### config.mk
export PLATFORM = sky130hd
export DESIGN_NAME = fetch_prefetch_flat
export DESIGN_NICKNAME = d
export VERILOG_FILES = /design/src/rtl/fetch_prefetch_if.sv /design/src/rtl/fetch_prefetch.sv /design/src/flat_wrapper.sv
export SDC_FILE = /design/constraint.sdc
export NUM_CORES = 1
export LEC_CHECK = 0
export CORE_MARGIN = 3
export CORE_UTILIZATION = 50
export DETAILED_ROUTE_END_ITERATION = 8
export PLACE_DENSITY = 0.73
export REMOVE_ABC_BUFFERS = 1
export SYNTH_ARGS = -nofsm -noshare
export SYNTH_HDL_FRONTEND = slang
export SYNTH_SLANG_ARGS = --single-unit
### constraint.sdc
create_clock -name clk -period 4.3 [get_ports clk]
set_clock_uncertainty 0.2 [all_clocks]
set_input_delay 0.43 -clock clk [delete_from_list [all_inputs] [get_ports clk]]
set_output_delay 0.43 -clock clk [all_outputs]
set_load 0.03 [all_outputs]
### src/rtl/fetch_prefetch_if.sv
`default_nettype none
// ============================================================================
// Module   : fetch_prefetch_if
// Brief    : Instruction-memory and decode-side bundle for the fetch stage.
// Revision : 1.0
// ============================================================================
interface fetch_prefetch_if #(
  parameter int ADDR_W  = 16,
  parameter int INSTR_W = 16
);
  logic                      halt_PC;
  logic                      flush;
  logic [ADDR_W-1:0]         branch_target;
  logic                      imem_req;
  logic [ADDR_W-1:0]         imem_addr;
  logic                      imem_ready;
  logic                      imem_rvalid;
  logic [INSTR_W-1:0]        imem_rdata;
  logic                      f_valid;
  logic                      f_ready;
  logic [ADDR_W+INSTR_W-1:0] F_out;
  logic [ADDR_W-1:0]         pc;

  modport master (
    input  halt_PC, flush, branch_target, imem_ready, imem_rvalid, imem_rdata, f_ready,
    output imem_req, imem_addr, f_valid, F_out, pc
  );

  modport slave (
    output halt_PC, flush, branch_target, imem_ready, imem_rvalid, imem_rdata, f_ready,
    input  imem_req, imem_addr, f_valid, F_out, pc
  );
endinterface
`default_nettype wire

### src/rtl/fetch_prefetch.sv
`default_nettype none
// ============================================================================
// Module   : fetch_prefetch
// Brief    : Credit-limited fetch stage with prefetch queue, flush and halt.
// Revision : 1.0
// ============================================================================
module fetch_prefetch #(
  parameter int ADDR_W   = 16,
  parameter int INSTR_W  = 16,
  parameter int DEPTH    = 4,
  parameter int PC_INC   = 2,
  parameter int RESET_PC = 0
) (
  input  wire logic          clk,
  input  wire logic          rst_n,
  fetch_prefetch_if.master   fp
);
  localparam int c_PTR_W = $clog2(DEPTH);
  localparam int c_CNT_W = $clog2(DEPTH) + 4;
  localparam int c_ENT_W = ADDR_W + INSTR_W;
  localparam logic [ADDR_W-1:0]  c_PC_INC   = ADDR_W'(PC_INC);
  localparam logic [ADDR_W-1:0]  c_RESET_PC = ADDR_W'(RESET_PC);
  localparam logic [c_CNT_W-1:0] c_DEPTH    = c_CNT_W'(DEPTH);

  logic [ADDR_W-1:0]  r_pc;
  logic [ADDR_W-1:0]  r_resp_pc;
  logic [c_ENT_W-1:0] r_q [DEPTH];
  logic [c_PTR_W-1:0] r_wr_ptr;
  logic [c_PTR_W-1:0] r_rd_ptr;
  logic [c_PTR_W:0]   r_count;
  logic [c_CNT_W-1:0] r_out;
  logic [c_CNT_W-1:0] r_drop;

  logic [c_CNT_W-1:0] w_live;
  logic [c_CNT_W-1:0] w_used;
  logic               w_req;
  logic               w_issue;
  logic               w_fvalid;
  logic               w_push;
  logic               w_pop;
  logic               w_dropping;
  logic [c_ENT_W-1:0] w_entry;

  // Responses already marked for dropping do not hold a queue credit.
  assign w_live     = r_out - r_drop;
  assign w_used     = c_CNT_W'(r_count) + w_live;
  assign w_req      = rst_n & ~fp.flush & ~fp.halt_PC & (w_used < c_DEPTH);
  assign w_issue    = w_req & fp.imem_ready;
  assign w_fvalid   = rst_n & (r_count != '0);
  assign w_dropping = (r_drop != '0);
  assign w_push     = rst_n & fp.imem_rvalid & ~w_dropping & ~fp.flush;
  assign w_pop      = w_fvalid & fp.f_ready & ~fp.flush;
  assign w_entry    = {r_resp_pc + c_PC_INC, fp.imem_rdata};

  assign fp.imem_req  = w_req;
  assign fp.imem_addr = r_pc;
  assign fp.pc        = r_pc;
  assign fp.f_valid   = w_fvalid;
  assign fp.F_out     = r_q[r_rd_ptr];

  always_ff @(posedge clk) begin
    if (!rst_n) begin
      r_pc      <= c_RESET_PC;
      r_resp_pc <= c_RESET_PC;
      r_wr_ptr  <= '0;
      r_rd_ptr  <= '0;
      r_count   <= '0;
      r_out     <= '0;
      r_drop    <= '0;
    end else if (fp.flush) begin
      // Everything still in flight after this cycle belongs to the old path.
      r_pc      <= fp.branch_target;
      r_resp_pc <= fp.branch_target;
      r_wr_ptr  <= '0;
      r_rd_ptr  <= '0;
      r_count   <= '0;
      r_out     <= r_out - c_CNT_W'(fp.imem_rvalid);
      r_drop    <= r_out - c_CNT_W'(fp.imem_rvalid);
    end else begin
      if (w_issue) begin
        r_pc <= r_pc + c_PC_INC;
      end
      if (w_push) begin
        r_resp_pc <= r_resp_pc + c_PC_INC;
        r_wr_ptr  <= r_wr_ptr + 1'b1;
      end
      if (w_pop) begin
        r_rd_ptr <= r_rd_ptr + 1'b1;
      end
      r_count <= r_count + (c_PTR_W+1)'(w_push) - (c_PTR_W+1)'(w_pop);
      r_out   <= r_out + c_CNT_W'(w_issue) - c_CNT_W'(fp.imem_rvalid);
      if (fp.imem_rvalid && w_dropping) begin
        r_drop <= r_drop - 1'b1;
      end
    end
  end

  always_ff @(posedge clk) begin
    if (w_push) begin
      r_q[r_wr_ptr] <= w_entry;
    end
  end
endmodule
`default_nettype wire

### src/flat_wrapper.sv
// flat-port wrapper written by rule: the top's interface ports become plain ports
module fetch_prefetch_flat 
#(
  parameter int ADDR_W   = 16,
  parameter int INSTR_W  = 16,
  parameter int DEPTH    = 4,
  parameter int PC_INC   = 2,
  parameter int RESET_PC = 0
)
  (clk, rst_n, fp_halt_PC, fp_flush, fp_branch_target, fp_imem_ready, fp_imem_rvalid, fp_imem_rdata, fp_f_ready, fp_imem_req, fp_imem_addr, fp_f_valid, fp_F_out, fp_pc);
  fetch_prefetch_if #(.ADDR_W(ADDR_W), .INSTR_W(INSTR_W)) fp_i ();
  input  wire logic clk;
  input  wire logic rst_n;
  input wire logic [$bits(fp_i.halt_PC)-1:0] fp_halt_PC;
  input wire logic [$bits(fp_i.flush)-1:0] fp_flush;
  input wire logic [$bits(fp_i.branch_target)-1:0] fp_branch_target;
  input wire logic [$bits(fp_i.imem_ready)-1:0] fp_imem_ready;
  input wire logic [$bits(fp_i.imem_rvalid)-1:0] fp_imem_rvalid;
  input wire logic [$bits(fp_i.imem_rdata)-1:0] fp_imem_rdata;
  input wire logic [$bits(fp_i.f_ready)-1:0] fp_f_ready;
  output wire logic [$bits(fp_i.imem_req)-1:0] fp_imem_req;
  output wire logic [$bits(fp_i.imem_addr)-1:0] fp_imem_addr;
  output wire logic [$bits(fp_i.f_valid)-1:0] fp_f_valid;
  output wire logic [$bits(fp_i.F_out)-1:0] fp_F_out;
  output wire logic [$bits(fp_i.pc)-1:0] fp_pc;
  assign fp_i.halt_PC = fp_halt_PC;
  assign fp_i.flush = fp_flush;
  assign fp_i.branch_target = fp_branch_target;
  assign fp_i.imem_ready = fp_imem_ready;
  assign fp_i.imem_rvalid = fp_imem_rvalid;
  assign fp_i.imem_rdata = fp_imem_rdata;
  assign fp_i.f_ready = fp_f_ready;
  assign fp_imem_req = fp_i.imem_req;
  assign fp_imem_addr = fp_i.imem_addr;
  assign fp_f_valid = fp_i.f_valid;
  assign fp_F_out = fp_i.F_out;
  assign fp_pc = fp_i.pc;
  fetch_prefetch #(.ADDR_W(ADDR_W), .INSTR_W(INSTR_W), .DEPTH(DEPTH), .PC_INC(PC_INC), .RESET_PC(RESET_PC)) u_core (.clk(clk), .rst_n(rst_n), .fp(fp_i));
endmodule
==> Word-level counts from Yosys, hierarchy flattened <==
Memory sizes are Yosys's and may differ from the RTL's. A register that Yosys moved wholly into a read port is not among the register bits.
Index checks and enable logic that the tools add are counted.
W data, S select, Z words.
{ "totals": {"reg_bits": 51, "ram_bits": 128, "output_inout_bits": 66, "word_cells": 53, "mem_count": 1} }
{ "mem_list": {"columns": ["memory", "words", "word_bits", "rd", "rd_ports_with_merged_regs", "wr", "line_no", "text"], "rows": [
  ["u_core.r_q", 4, 32, 1, 1, 1, "fetch_prefetch.sv:27", "logic [c_ENT_W-1:0] r_q [DEPTH];"]
]} }
{ "classes": {"n_addsub": 12, "n_lt_le_gt_ge": 1, "n_mux": 11, "bitwise_logic": 14, "n_reduce_logical": 7} }
{ "op_table": {"columns": ["operator", "count"], "rows": [
  ["$mux W16", 4],
  ["$add A16 B2 Y16 const B", 2],
  ["$mux W6", 3],
  ["$sub A6 B1 Y6", 2],
  ["$and A1 B1 Y1", 10],
  ["$add A3 B6 Y6", 1],
  ["$add A6 B1 Y6", 1],
  ["$lt A6 B3 Y1 const B", 1],
  ["$reduce_bool A2 Y1", 3],
  ["$reduce_bool A6 Y1", 1],
  ["$sub A6 B1 Y6 const B", 1],
  ["$sub A6 B6 Y6", 1],
  ["$add A2 B1 Y2 const B", 2],
  ["$mux W2", 2],
  ["$not A1 Y1", 4],
  ["$add A3 B1 Y3", 1],
  ["$reduce_bool A3 Y1", 1],
  ["$sub A3 B1 Y3", 1],
  ["$mux W1", 2],
  ["$reduce_or A2 Y1", 1],
  ["$logic_and A1 B1 Y1", 1]
]} }

==> Depth between registers and ports, before layout <==
{ "logic_depth": {"word_depth": 8, "mapped_depth": 17, "depth_no_buf": 17} }

==> Worst setup path after synthesis <==
No wires, ideal clock.
{ "synth_timing": {"kind": "register to register", "startpoint": "reg u_core.r_out[1]", "endpoint": "reg u_core.r_out[5]", "t_arrival_ns": 3.391, "slack_ns": 0.637, "path_stages_with_launch": 15, "path_buffers": 0, "path_cell_list": "dfxtp_1 > inv_1 > fa_1 > inv_1 > ha_1 > a31oi_1 > mux2_2 > and3_2 > and2_1 > ha_1 > a21oi_1 > o2111ai_1 > xnor2_1 > a211o_1 > a21oi_1"} }
{ "synth_via": {"elab_chain_len": 8, "elab_cells_between_ends": 9, "cone_classes": "5 x add/sub; 1 x order compare; 1 x mux; 2 x bitwise"} }
{ "synth_lines": {"columns": ["element", "line_no", "text"], "rows": [
  ["from (decl)", "fetch_prefetch.sv:31", "logic [c_CNT_W-1:0] r_out;"],
  ["from (signal assigned)", "fetch_prefetch.sv:77", "r_out <= r_out - c_CNT_W'(fp.imem_rvalid);"],
  ["from (signal assigned)", "fetch_prefetch.sv:91", "r_out <= r_out + c_CNT_W'(w_issue) - c_CNT_W'(fp.imem_rvalid);"],
  ["$sub A6 B6 Y6", "fetch_prefetch.sv:45", "assign w_live = r_out - r_drop;"],
  ["$add A3 B6 Y6", "fetch_prefetch.sv:46", "assign w_used = c_CNT_W'(r_count) + w_live;"],
  ["$lt A6 B3 Y1", "fetch_prefetch.sv:47", "assign w_req = rst_n & ~fp.flush & ~fp.halt_PC & (w_used < c_DEPTH);"],
  ["$and A1 B1 Y1", "fetch_prefetch.sv:47", null],
  ["net fp_imem_req", "flat_wrapper.sv:21", "output wire logic [$bits(fp_i.imem_req)-1:0] fp_imem_req;"],
  ["$and A1 B1 Y1", "fetch_prefetch.sv:48", "assign w_issue = w_req & fp.imem_ready;"],
  ["$add A6 B1 Y6", "fetch_prefetch.sv:91", null],
  ["$sub A6 B1 Y6", "fetch_prefetch.sv:91", null],
  ["$mux W6", "fetch_prefetch.sv:70", "end else if (fp.flush) begin"]
]} }
The timed path passes the listed nets, and every way through them passes these cells.
A chain may end at the register's enable or synchronous reset.

==> Final worst setup path <==
{ "layout_timing": {"startpoint": "reg u_core.r_out[1]", "endpoint": "out fp_imem_req"} }
{ "layout_via": {"elab_chain_len": 4} }
{ "layout_lines": {"columns": ["element", "line_no"], "rows": [
  ["$sub A6 B6 Y6", "fetch_prefetch.sv:45"],
  ["$add A3 B6 Y6", "fetch_prefetch.sv:46"],
  ["$lt A6 B3 Y1", "fetch_prefetch.sv:47"],
  ["$and A1 B1 Y1", "fetch_prefetch.sv:47"],
  ["to (decl)", "flat_wrapper.sv:21"]
]} }
No other way between the ends.

==> run metrics <==
sequential area share after synthesis=58.32%; Num CTS Buffers=17; worst min path class=reg2reg; Ports=105; worst hold stages=2; Ys Warns=0; Congestion Overflow GR=0; CP Capture Type=output pin; vias per cell=5.632; Yosys reg bits=181; Synth-to-Final Area Change=19.67%; Initial Util=52.00%; CP required=3.67 ns; reg2reg start=u_core.r_out[1]; Reg-to-Reg End=u_core.r_out[5]; Final Cycle Share=91.58%; Fin. Hold Viols=0; Netlist cell types=60; Total Routing Usage GR=19.36%; DP HPWL=11.43 mm; via count=5,305; Final Cell Area=10,060 µm²; site row count=46; unrepaired setup endpoints after global routing=no; DRT iter0 DRCs=224; run status=finished clean; die area=18,410 µm²; asr flop ratio synth=0%; cell mode on critical path=inv_1; drc violations=0; Startpoint Class=flip-flop; gpl congestion=0.8562; Crit Path Class=reg2out; # nets final=784; Post-synth EDFFs=128; maxcap violations=0; largest family of logic cells by synthesized area=simple AND/OR/NAND/NOR gates; share of layout cells above drive strength 1=14.05%; vias in the first global route=5,409; Synth Area in Compound Gates=7.126%; Mapped Area=8411 µm²; crit path time final=3.938 ns; Multi-input gate area=3078 µm²; Routed wire per std cell=18.06 µm; initial antenna violation count=0; Post-Synth Adder-Cell Area=5.118%; Core Util, Final=62.23%; CP max stage delay=0.60 ns; Worst-Skew Late Latency=0.43 ns; TritonCTS clock tree=built; flop2flop setup slack=0.39 ns; Synth top area share=45.70%; hold buffer count at CTS=0; CP arrival=3.31 ns; Fmax achieved=253.9 MHz; root buf cell=clkbuf_16; Reg clk slew, reported paths=0.07 ns; Die Span Y=135.7 µm; pin count of the biggest net entering global routing=38; first-pass GRT wire length=27.65 mm; FF-to-FF path depth=14; WL final=17.01 mm; CP max-delay cell=clkdlybuf4s50_1; mux share of post-synthesis cell area=8.822%; leading area contributor after synthesis=edfxtp_1; fill cell count=1,211; largest cells by area after synthesis=edfxtp_1, dfxtp_1, mux4_2, ha_1, xnor2_1; Slew headroom=42.20%; clock sink count=181; Leak=3.376 nW; DRT antenna net count=0; most common cell in the netlist=edfxtp_1; drt first pass iters=5; max-slew violation count=0; worst hold endpoint=u_core.fp.imem_addr[0]; Max IR drop VDD=321.8 µV; Port Buffer Count=104; cells along the critical path=inv_1 > fa_1 > inv_1 > ha_1 > a31oi_1 > mux2_2 > and3_2 > clkdlybuf4s50_1; Post-Synth XOR/XNOR Area=4.894%; worst hold margin=0.2800 ns; pwr dens=428.7 nW/µm²; Worst-Margin Slew=0.8670 ns; Cell Area, Placed=9509 µm²; Final setup viols=0; Reg area=4906 µm²; CTS Buffer Depth=2; Synth Instances=623; diodes inserted=0; CP max FO=5; setup bufs post-CTS=0; commonest cells in the netlist=edfxtp_1, dfxtp_1, nor2_1; min-delay src=u_core.fp.imem_addr[0]; Core Region=16,170 µm²; Die Wd=135.7 µm; htree depth=4; post-CTS sizing=0; ys flop type=edfxtp_1; Syn Area/Cell=13.50 µm²; Simple-Gate Fraction of Synth Area=10.64%; setup TNS=0 ns
[layout make-up]
cell class / count / area share (%)
well taps: 216 / 2.685
multi-input cells: 365 / 30.58
clock inverters: 13 / 1.218
repair buffers: 117 / 11.31
inverters: 31 / 1.156
flip-flops and latches: 181 / 48.74
clock buffers: 19 / 4.301
[layer usage]
metal | track usage, % | vias to the layer above | wire length, µm
met1 | 26.36 | 2602 | 7498
met3 | 3.715 | 16 | 1112
met4 | 6.551 | 0 | 205
li1 | - | 2498 | -
met2 | 31.50 | 189 | 8197
met5 | 0 | - | 0
[through the flow]
| stage | cells | worst slack [ns] | power [mW] |
|---|---|---|---|
| final | 942 | 0.3619 | 4.314 |
| after detailed placement | 910 | 0.4259 | 2.883 |
| after floorplan | 577 | 0.6373 | 2.585 |
| after global placement | 910 | 0.5369 | 2.857 |
| after CTS | 942 | 0.3309 | 4.339 |
| after global routing | 942 | 0.1821 | 4.517 |
[logic make-up (layout without fill, tap and decap cells)]
logic type,count (synthesis),count (layout)
and+or+nand+nor,163,163
adders and majority gates,32,32
AOI/OAI and AO/OA,89,89
xor gates and xnor gates,47,47
buffers and inverters,77,180
muxes,34,34
DFF,181,181
[registers in the layout (all words and copies together) (netlist names), named ones only]
| name | count |
|---|---|
| u_core.fp.imem_addr | 16 |
| u_core.r_count | 3 |
| u_core.r_drop | 6 |
| u_core.r_out | 6 |
| u_core.r_q | 128 |
| u_core.r_rd_ptr | 2 |
| u_core.r_resp_pc | 16 |
| u_core.r_wr_ptr | 2 |
[worst max-delay path, delay by kind of cell (launching register included)]
kind	cells	cell delay, ns
buffers and inverters	3	0.78
and+or+nand+nor	1	0.19
AOI/OAI and AO/OA	1	0.30
muxes	1	0.42
DFF	1	0.39
adders and majority gates	2	0.79
[report_power, final]
group          internal, mW  switching (mW)  leakage [nW]
combinational         0.348           0.515          1.51
sequential             1.93          0.0658          1.60
clock                 0.807           0.654         0.268
total                  3.08            1.23          3.38
[worst max-delay path by stage]
stage / start / to / cells past startpoint
final: u_core.r_out[1] / fp_imem_req / 8
after global routing: u_core.r_out[1] / u_core.r_out[5] / 14
after CTS: u_core.r_out[1] / fp_imem_req / 8
after detailed placement: u_core.r_out[1] / u_core.r_out[5] / 14
after global placement: u_core.r_out[1] / u_core.r_out[5] / 14
after floorplan: u_core.r_out[1] / u_core.r_out[5] / 14
[layout by cell type, fill, tap and decap left out, types with 22 or more instances in the layout]
master           count
mux4_2              32
o21ai_0             22
xnor2_1             29
edfxtp_1           128
inv_1               30
a21oi_1             28
dfxtp_1             52
nor2_1              38
nand2_1             29
clkdlybuf4s50_1    104
ha_1                28
No activity file was read; power rests on OpenSTA's default activity.
